## config.mk

```make
export PLATFORM = sky130hd
export DESIGN_NAME = lg_gate_pipe
export DESIGN_NICKNAME = d
export VERILOG_FILES = /design/src/rtl/lg_gate_pkg.sv /design/src/rtl/lg_gate_func.sv /design/src/rtl/lg_gate_pipe.sv
export SDC_FILE = /design/constraint.sdc
export NUM_CORES = 1
export LEC_CHECK = 0
export CAP_MARGIN = 10
export CELL_PAD_IN_SITES_DETAIL_PLACEMENT = 0
export CELL_PAD_IN_SITES_GLOBAL_PLACEMENT = 1
export CORE_UTILIZATION = 30
export DETAILED_ROUTE_END_ITERATION = 16
export GPL_TIMING_DRIVEN = 0
export PLACE_DENSITY = 0.64
export SLEW_MARGIN = 20
export SYNTH_ARGS = -nofsm -noshare
export SYNTH_HDL_FRONTEND = slang
export SYNTH_SLANG_ARGS = --single-unit
```

## constraint.sdc

```tcl
create_clock -name clk -period 4.1 [get_ports clk]
set_clock_uncertainty 0.15 [all_clocks]
set_input_delay 0.82 -clock clk [delete_from_list [all_inputs] [get_ports clk]]
set_output_delay 0.82 -clock clk [all_outputs]
set_load 0.01 [all_outputs]
```

## src/rtl/lg_gate_pkg.sv

```systemverilog
// Shared encodings for the lg_gate family: OP width, OP codes and the gate enumeration.
package lg_gate_pkg;

    localparam int LG_OP_W = 3;

    localparam logic [LG_OP_W-1:0] LG_OP_INV  = 3'd0;
    localparam logic [LG_OP_W-1:0] LG_OP_BUF  = 3'd1;
    localparam logic [LG_OP_W-1:0] LG_OP_AND  = 3'd2;
    localparam logic [LG_OP_W-1:0] LG_OP_OR   = 3'd3;
    localparam logic [LG_OP_W-1:0] LG_OP_NAND = 3'd4;
    localparam logic [LG_OP_W-1:0] LG_OP_NOR  = 3'd5;
    localparam logic [LG_OP_W-1:0] LG_OP_XOR  = 3'd6;
    localparam logic [LG_OP_W-1:0] LG_OP_XNOR = 3'd7;

    typedef enum logic [LG_OP_W-1:0] {
        LG_INV  = LG_OP_INV,
        LG_BUF  = LG_OP_BUF,
        LG_AND  = LG_OP_AND,
        LG_OR   = LG_OP_OR,
        LG_NAND = LG_OP_NAND,
        LG_NOR  = LG_OP_NOR,
        LG_XOR  = LG_OP_XOR,
        LG_XNOR = LG_OP_XNOR
    } lg_gate_e;

endpackage

```

## src/rtl/lg_gate_func.sv

```systemverilog
// Combinational bitwise gate: selects one of eight 74-series functions of A/B by OP.
module lg_gate_func
    import lg_gate_pkg::*;
#(
    parameter int WIDTH = 8
) (
    input  logic [LG_OP_W-1:0] i_op,
    input  logic [WIDTH-1:0]   i_a,
    input  logic [WIDTH-1:0]   i_b,
    output logic [WIDTH-1:0]   o_y
);

    lg_gate_e w_sel;

    assign w_sel = lg_gate_e'(i_op);

    always_comb begin
        o_y = '0;
        case (w_sel)
            LG_INV:  o_y = ~i_a;
            LG_BUF:  o_y = i_a;
            LG_AND:  o_y = i_a & i_b;
            LG_OR:   o_y = i_a | i_b;
            LG_NAND: o_y = ~(i_a & i_b);
            LG_NOR:  o_y = ~(i_a | i_b);
            LG_XOR:  o_y = i_a ^ i_b;
            LG_XNOR: o_y = ~(i_a ^ i_b);
            default: o_y = '0;
        endcase
    end

endmodule

```

## src/rtl/lg_gate_pipe.sv

```systemverilog
// Registered gate lane with valid/ready handshake, one-deep result register and accept counter.
// Optional Y_PAR (XOR-reduction of Y) when LG_GATE_PARITY_EN is defined.
module lg_gate_pipe
    import lg_gate_pkg::*;
#(
    parameter int WIDTH = 8,
    parameter int CNT_W = 16
) (
    input  logic               clk,
    input  logic               rst,
    input  logic               in_valid,
    output logic               in_ready,
    input  logic [LG_OP_W-1:0] OP,
    input  logic [WIDTH-1:0]   A,
    input  logic [WIDTH-1:0]   B,
    output logic               out_valid,
    input  logic               out_ready,
    output logic [WIDTH-1:0]   Y,
    output logic [LG_OP_W-1:0] Y_OP,
    output logic [CNT_W-1:0]   xfer_cnt
`ifdef LG_GATE_PARITY_EN
    ,
    output logic               Y_PAR
`endif
);

    logic               r_valid;
    logic [WIDTH-1:0]   r_y;
    logic [LG_OP_W-1:0] r_op;
    logic [CNT_W-1:0]   r_cnt;
    logic [WIDTH-1:0]   w_f;
    logic               w_accept;

    lg_gate_func #(.WIDTH(WIDTH)) u_func (
        .i_op (OP),
        .i_a  (A),
        .i_b  (B),
        .o_y  (w_f)
    );

    // Output slot frees up when empty or being drained this cycle.
    assign in_ready = !r_valid || out_ready;
    assign w_accept = in_valid && in_ready;

    always_ff @(posedge clk or posedge rst) begin
        if (rst) begin
            r_valid <= 1'b0;
            r_y     <= '0;
            r_op    <= '0;
            r_cnt   <= '0;
        end else if (w_accept) begin
            r_valid <= 1'b1;
            r_y     <= w_f;
            r_op    <= OP;
            r_cnt   <= r_cnt + CNT_W'(1);
        end else if (out_ready) begin
            r_valid <= 1'b0;
        end
    end

`ifdef LG_GATE_PARITY_EN
    logic r_par;

    always_ff @(posedge clk or posedge rst) begin
        if (rst) begin
            r_par <= 1'b0;
        end else if (w_accept) begin
            r_par <= ^w_f;
        end
    end

    assign Y_PAR = r_par;
`endif

    assign out_valid = r_valid;
    assign Y         = r_y;
    assign Y_OP      = r_op;
    assign xfer_cnt  = r_cnt;

endmodule

```

=== Yosys cells after proc, flatten, opt, wreduce, memory -nomap -nowiden ===
Index checks and enable logic that the tools add are counted.

* $add $sub $neg: 1
* $mul: 0
* Div/mod/pow operators: 0
* $lt $le $gt $ge: 0
* Eq/ne operators: 7
* Shift operators: 0
* Mux-type cells: 3
* Bitwise operators: 7
* Reductions and logical operators: 5

{| class="wikitable"
|+ Operator list
! operator !! count
|-
| case mux 8 bit (8 select lines) || 1
|-
| NOT 8 bit || 4
|-
| adder 16 x 1 -> 16 bit, second input constant || 1
|-
| == test 3 bit, second input constant || 4
|-
| bitwise AND 8 bit || 1
|-
| OR 8 bit || 1
|-
| bitwise XOR 8 bit || 1
|-
| == test 3 x 2 -> 1 bit, second input constant || 2
|-
| == test 3 x 1 -> 1 bit, second input constant || 1
|-
| zero test 3 bit || 1
|-
| 2-to-1 mux 1 bit || 2
|-
| nonzero test 2 bit || 1
|-
| logical AND 1 bit || 1
|-
| zero test 1 bit || 1
|-
| logical OR 1 bit || 1
|}

* Flip-flop bits (word level): 28
* Bits in latches: 0
* Memory bits (writable): 0
* Memory bits (read-only): 0
* Input bits: 23
* Output and inout port bits: 29
* Memories: 0

=== Logic depth before layout (Yosys ltp) ===
* Word-level depth: 4
* Mapped depth: 6
* Mapped depth without buffers: 6

=== Cells and area by module ===
Synthesis repeated with hierarchy kept, for this count alone.

* Cells, all modules: 209
* Area total of the unflattened synthesis: 2016.9 um2

{| class="wikitable"
|+ Modules (own cells, without submodules)
! module !! instances !! cells each !! area an instance (um2) !! sequential area each (um2)
|-
| lg_gate_pipe || 1 || 89 || 1178.6 || 700.7
|-
| lg_gate_func || 1 || 120 || 838.3 || 0.0
|}

=== Worst setup path after synthesis ===
OpenSTA, ideal clock, no wires.

* Kind: input to register
* Start: input port A[0]
* End: register r_y[0], in the netlist Y[0]
* Data arrival time: 1.804 ns
* Slack: 2.025 ns
* Stages: 6
* Cell sequence: inv_1 > ha_1 > mux2_2 > o211ai_1 > o211ai_1 > a22o_1

* Cells in the longest elaborated chain, start to end: 3
* Elaborated cells between the ends (all ways): 8

{| class="wikitable"
|+ RTL lines
! what !! line !! RTL
|-
| start, declared || lg_gate_pipe.sv:14 || <nowiki>input logic [WIDTH-1:0] A,</nowiki>
|-
| bitwise XOR 8 bit, or another cell as far along || lg_gate_func.sv:26, lg_gate_func.sv:27 ||
|-
| NOT 8 bit, on equally long branches || lg_gate_func.sv:27, lg_gate_func.sv:24, lg_gate_func.sv:25 ||
|-
| case mux 8 bit (8 select lines) (*) || lg_gate_func.sv:19 || <nowiki>case (w_sel)</nowiki>
|-
| end signal, assigned || lg_gate_pipe.sv:53 || <nowiki>r_y <= w_f;</nowiki>
|-
| end, declared || lg_gate_pipe.sv:28 || <nowiki>logic [WIDTH-1:0] r_y;</nowiki>
|}

Every way passes the cells marked *; elsewhere a longest branch is shown, timed or not.
A chain may end at the register's enable or synchronous reset.

=== Worst setup path after layout ===
* Start: input port out_ready
* End: output port in_ready

* Cells in the longest elaborated chain, start to end: 1

{| class="wikitable"
|+ RTL lines
! what !! line !! RTL
|-
| start, declared || lg_gate_pipe.sv:17 || <nowiki>input logic out_ready,</nowiki>
|-
| logical OR 1 bit || lg_gate_pipe.sv:42 || <nowiki>assign in_ready = !r_valid || out_ready;</nowiki>
|-
| end, declared || lg_gate_pipe.sv:12 || <nowiki>output logic in_ready,</nowiki>
|}

No other way between the ends.

==> metrics.md <==
| Metric | Value |
|---|---|
| GRT busiest layer | `met2` |
| Largest cells by area after synthesis | `dfrtp_1, ha_1, nand2_1` |
| Met3 global-route usage | `0.0158` |
| Core Footprint | `between 6000 and 7000 µm²` |
| Sequential-to-total area share from yosys stat | `0.349` |
| Tot Pwr | `0.910 mW` |
| DRT Wirelength | `4940 µm` |
| Final Net Count | `between 300 and 400` |
| Setup violations, final | `0` |
| Yosys cell types | `39` |
| CTS tree | `done` |
| Residual DRC | `4` |
| Switch Pwr | `0.283 mW` |
| Status | `complete, but fails checks` |
| Mapped cell area | `about 2000 µm²` |
| Top cell type's share of synthesized area | `0.349` |
| H-tree levels | `1` |
| Post-DP HPWL | `3590 µm` |
| Max Fclk | `0.337 GHz` |
| Gate power share | `0.332` |
| Grt ovf | `0` |
| Dominant synthesized flop cell | `dfrtp_1` |
| Setup crit end kind | `output pin` |
| Clock latency on the worst-skew pair | `approximately 0.28 ns` |
| Vias per cell | `slightly below 5` |
| Area grow syn2layout | `33.3%` |
| Tot GR Track Use | `0.152` |
| P_leak | `1.21 nW` |
| CTS Buffer Depth | `2` |
| Ports | `52` |
| Cell Rows | `29` |
| Mapped Cells | `around 210` |
| # resized after CTS | `0` |
| Syn avg cell area | `approximately 9.4 µm²` |
| PortBufs | `50` |
| Critical path required time | `3.13 ns` |
| Final Core Density | `0.417` |
| Initial antenna violation count | `0` |
| Worst relative slew slack | `0.582` |
| Startpoint types | `input pin` |
| Max Slew Vio Count | `0` |
| Vias | `between 1500 and 2000` |
| Warnings, synthesis | `0` |
| Clk pin slew, worst setup/hold paths | `approximately 0.10 ns` |
| Tightest Hold Check Type | `flip-flop to flip-flop` |
| CTS root buffer | `clkbuf_8` |
| RSZ-0062 raised after global routing | `false` |
| Kind of critical path | `input pin to output pin` |
| Maximum vdd ir drop | `around 0.12 mV` |
| Clock power share | `0.249` |
| Cell-internal power | `between 0.6 and 0.7 mW` |
| Layout cells sized above 1 | `0.0936` |
| Largest net degree at the start of global routing | `29` |
| Worst-margin pin slew | `roughly 0.63 ns` |
| Max Cap Viol | `0` |
| EDFF count, synth | `0` |
| First-pass GRT wire length | `between 8000 and 9000 µm` |
| Routed WL per cell | `14.4 µm` |
| Iter 0 DRT Violations | `40` |
| Clock sinks | `28` |
| Setup TNS | `0 ns` |
| Sw Ratio | `0.311` |
| Met2 GRT Util | `0.240` |
| Grt met1 use | `0.227` |
| Die Ht | `between 80 and 90 µm` |
| Crit Path Max Fanout | `7` |
| Vias in the first global route | `~1600` |
| Async SR Flop Fraction | `1.00` |
| Failing checks | `design-rule violations` |
| Cell taking the most area after synthesis | `dfrtp_1` |
| Hold_buf cts | `0` |
| Final hold violations | `0` |
| GPL Wtd Cong | `0.784` |
| Total CTS buffers | `3` |
| Post-CTS Setup Inserts | `0` |
| Die width | `around 84 µm` |
| DIE AREA | `about 7000 µm²` |
| First drt pass iteration count | `10` |
| Post-synthesis register bit count | `28` |
| DRT antenna net count | `0` |
| Period utilization | `0.724` |
| ANT cells | `0` |
| Starting Density | `0.313` |
| Synthesized Nets | `253` |
| Reg power frac | `0.419` |
| Cell Pwr Density | `between 300 and 400 nW/µm²` |
| Worst EP arrival | `about 2 ns` |
| Crit path time final | `around 3.0 ns` |
[worst paths after layout]
| check | startpoint | endpoint | slack [ns] | cells past startpoint |
|---|---|---|---|---|
| worst max-delay path | out_ready | in_ready | 1.13 | 3 |
| worst min-delay path | xfer_cnt[15] | xfer_cnt[15] | 0.32 | 1 |
| worst max register to register | xfer_cnt[0] | xfer_cnt[14] | 2.56 | 4 |
| worst min register to register | xfer_cnt[15] | xfer_cnt[15] | 0.32 | 1 |
| max in group asynchronous | rst | xfer_cnt[15] | 2.61 | 2 |
| min in group asynchronous | rst | Y_OP[2] | 0.78 | 2 |
[worst max-delay path, stage by stage]
cell and delay [ns]:
clkdlybuf4s50_1 0.46, nand2b_4 0.17, clkdlybuf4s50_1 0.54
[synthesized netlist by cell type, types with 2 or more instances]
| cell type | count |
|---|---|
| a21oi_1 | 6 |
| a221oi_1 | 6 |
| a22o_1 | 4 |
| a22oi_1 | 4 |
| buf_2 | 4 |
| buf_4 | 2 |
| buf_6 | 2 |
| clkbuf_1 | 3 |
| dfrtp_1 | 28 |
| ha_1 | 17 |
| inv_1 | 23 |
| mux2_4 | 3 |
| mux2i_1 | 10 |
| nand2_1 | 27 |
| nand3_1 | 6 |
| nand3_4 | 2 |
| nand4_1 | 4 |
| nor2_1 | 8 |
| nor2b_1 | 2 |
| nor3_1 | 6 |
| o211ai_1 | 11 |
| o21ai_0 | 5 |
| xnor2_1 | 7 |
| xor2_1 | 8 |
[routing by layer]
metal  vias to the layer above  routed length [µm]  part of all wire
met3                         2                 153             0.031
met1                       793                2450              0.50
met4                         0                  28            0.0057
li1                        857                   -                 -
met5                         -                   0                 0
met2                        30                2300              0.47
[through the flow]
| stage | area (µm²) | setup WS (ns) | instances | hold slack (ns) |
|---|---|---|---|---|
| after floorplan | 2010 | 2.03 | 213 | 0.354 |
| after global routing | 2680 | 1.09 | 344 | 0.343 |
| after global placement | 2610 | 1.14 | 340 | 0.308 |
| final | 2680 | 1.13 | 344 | 0.325 |
| after CTS | 2680 | 1.12 | 344 | 0.330 |
| after detailed placement | 2610 | 1.13 | 340 | 0.311 |
[placed cells by master (no fill, tap or decap), types with 2 or more instances in the layout]
cell type	n
nor3_1	6
nor2_1	8
ha_1	17
nand3_4	2
buf_4	2
o21ai_0	5
a22o_1	4
nand4_1	4
buf_2	4
dfrtp_1	28
nand2_1	27
o211ai_1	11
nor2b_1	2
clkbuf_1	3
a22oi_1	4
clkdlybuf4s50_1	50
mux2i_1	10
buf_6	2
a21oi_1	6
a221oi_1	6
clkbuf_8	3
nand3_1	6
mux2_4	3
xor2_1	8
inv_1	22
xnor2_1	7
[kinds of logic (layout without fill, tap and decap cells)]
kind of cell | after synthesis | count (layout) | share of synthesized area
fa+ha+maj | 17 | 17 | 0.106
xor+xnor | 15 | 15 | 0.0654
simple gates | 66 | 66 | 0.184
compound gates | 39 | 39 | 0.141
mux | 14 | 14 | 0.0779
buf+inv | 34 | 88 | 0.0773
flops | 28 | 28 | 0.349
[flip-flops by register name (all words and copies together) (netlist names)]
name and flops:
xfer_cnt 16, Y 8, Y_OP 3, out_valid 1
[cell type report]
| class | count | area, µm² |
|---|---|---|
| buffer | 11 | 68.8 |
| clock buffer | 3 | 41.3 |
| clock inverter | 1 | 30.0 |
| fill | 650 | 3750 |
| inverter | 23 | 86.3 |
| multi-input combinational | 151 | 1150 |
| sequential | 28 | 701 |
| tap | 77 | 96.3 |
| timing repair buffer | 50 | 500 |
[power groups by stage]
stage	sequential, mW	combinational [mW]	clock [mW]
after floorplan	0.401	0.131	0
after CTS	0.383	0.306	0.233
after global routing	0.393	0.332	0.244
after global placement	0.389	0.302	0
final	0.381	0.302	0.227
after detailed placement	0.388	0.305	0
No activity file was read; power rests on OpenSTA's default activity.
==> RTL change: new RTL, config.mk and constraints unchanged <==
Change the parameter `CNT_W` from 16 to 14.
--- a/src/rtl/lg_gate_pipe.sv
+++ b/src/rtl/lg_gate_pipe.sv
@@ -6,3 +6,3 @@
     parameter int WIDTH = 8,
-    parameter int CNT_W = 16
+    parameter int CNT_W = 14
 ) (
Ports: changed (resized xfer_cnt); port bits go from 52 to 50. No check against the original RTL was run, so the function may have changed too.
==> RTL change against the original RTL <==
- worst setup slack worse by 0.065 ns
- routed wire length is 0.55% lower
- sequential cell count is 2 lower
- via count is 1.2% lower
- final area is 4.0% lower
- count of clock-buffer cells in the layout stayed put
- sequential share of layout area is 0.85 points lower
- synthesized area is 4.7% lower
- total power is 3.9% lower
- die area is 4.6% lower
==> RTL change: results (changes against the original RTL) <==
Hold path depth -> 2 (+1)
Max FFs per register -> 14 (-2)
Global-route wire length before repair -> 8.07 mm (-6.1%)
TritonCTS buffer count -> 3 (unchanged)
Largest net degree at the start of global routing -> 27 (-6.9%)
Clock latency on the worst-skew pair -> 0.27 ns
Async SR Flop Fraction -> 100% (unchanged)
Synthesized area per cell -> 9.66 µm² (+2.5%)
Syn. warnings -> 0 (unchanged)
Primary FF master, synth -> dfrtp_1
Clock Pin Slew Worst Setup and Hold Paths -> 0.10 ns (about the same)
Root Buffer -> clkbuf_8
Initial antenna violation count -> 0 (unchanged)
HPWL after detailed placement -> 3.55 mm (-1.1%)
DR vias -> 1,661 (-1.2%)
Worst hold path type -> flip-flop to flip-flop
Leakage Power -> 1.15 nW (-4.6%)
Post-synth cell types -> 37 (-5.1%)
Post-placement cell count -> 322 (-5.3%)
Ant. Diodes -> 0 (unchanged)
Placed Area -> 2500 µm² (-4.1%)
Register area share after synthesis -> 34.0% (-0.88 points)
Fraction of layout cells with a size suffix above 1 -> 9.56% (+0.20 points)
DRT Pass-1 Iters -> 4 (-6)
Worst VDD drop -> 0.000189 V (+57%)
R2R Path End -> Y[0]
Worst r2r src -> out_valid
DR WL/cell -> 15.1 µm (+4.9%)
Final cell count without fillers -> 326 (-5.2%)
Pre-CTS setup slack -> 1.07 ns (-0.0572 ns)
Worst-path fanout max -> 9 (+2)
Post-CTS repair timing setup buffer count -> 0 (unchanged)
Status -> completed
Placer Congestion -> 0.730 (-6.9%)
Initial DRC Count -> 67 (+68%)
Syn Nets -> 238 (-5.9%)
Final #Nets -> 292 (-5.2%)
Worst-Margin Slew -> 0.637 ns (+0.0119 ns)
Clk buf depth -> 2 (unchanged)
Leading post-synthesis cells by instance count -> dfrtp_1, nand2_1, inv_1, ha_1, nor2_1
Vias in the first global route -> 1,611 (-1.7%)
Worst reg2reg setup slack -> 2.33 ns (-0.23 ns)
Worst hold path endpoint -> Y_OP[0]
Worst Setup SP -> out_ready
Gr usage total -> 16.0% (+0.72 points)
Top cells by area, synth -> dfrtp_1, ha_1, mux2i_1
R2R depth -> 6 (+2)
# port buffers -> 49 (-2.0%)
Worst EP arrival -> 2.06 ns (+0.06 ns)
Hold_sp -> Y_OP[0]
[RTL change: worst max path at each step]
stage,endpoint,slack (ns),cells after the start
5_1_grt,in_ready,1.02,4
2_1_floorplan,Y[7],2.04,6
6_report,in_ready,1.07,4
3_3_place_gp,in_ready,1.06,4
4_1_cts,in_ready,1.06,4
3_5_place_dp,in_ready,1.07,4
[RTL change: layout make-up]
type	count	area, µm²
inverters	18	67.6
multi-input cells	143	1110
fillers	619	3460
clock buffers	3	41.3
flip-flops and latches	26	651
plain buffers	11	81.3
clock inverters	1	30.0
repair buffers	49	490
well taps	75	93.8
[RTL change: cells by family after synthesis]
family                   Yosys count  share of synthesized area [%]
flip-flops                        26                           34.0
AO/OA/AOI/OAI                     38                           18.0
adder cells (fa/ha/maj)           17                           11.1
buffers and inverters             29                           7.78
XOR/XNOR                          13                           5.95
multiplexers                      12                           6.28
AND/OR/NAND/NOR                   63                           16.9
[RTL change: metrics by stage]
| stage | util [%] | hold WS [ns] |
|---|---|---|
| 2_1_floorplan | - | 0.354 |
| 3_3_place_gp | 41.4 | 0.309 |
| 3_5_place_dp | 41.4 | 0.321 |
| 4_1_cts | 42.6 | 0.345 |
| 5_1_grt | 42.6 | 0.356 |
| 6_report | 42.6 | 0.336 |
[RTL change: layer usage]
| metal | routed length [µm] | part of all wire, % | up-vias | global-route usage [%] |
|---|---|---|---|---|
| met3 | 248 | 5.1 | 7 | 1.67 |
| met5 | 0 | 0 | - | 0 |
| met4 | 54 | 1.1 | 0 | 4.74 |
| met2 | 2240 | 46 | 54 | 26.9 |
| met1 | 2360 | 48 | 787 | 21.4 |
| li1 | - | - | 813 | - |
[RTL change: report_power, final]
part	switching (mW)	internal, mW
logic	0.130	0.170
clock network	0.0867	0.131
registers	0.0546	0.302
total	0.272	0.603
[RTL change: worst max-delay path, cell delays in order]
cell             delay, ns
clkdlybuf4s50_1       0.46
nand2b_4              0.11
buf_6                 0.13
clkdlybuf4s50_1       0.54
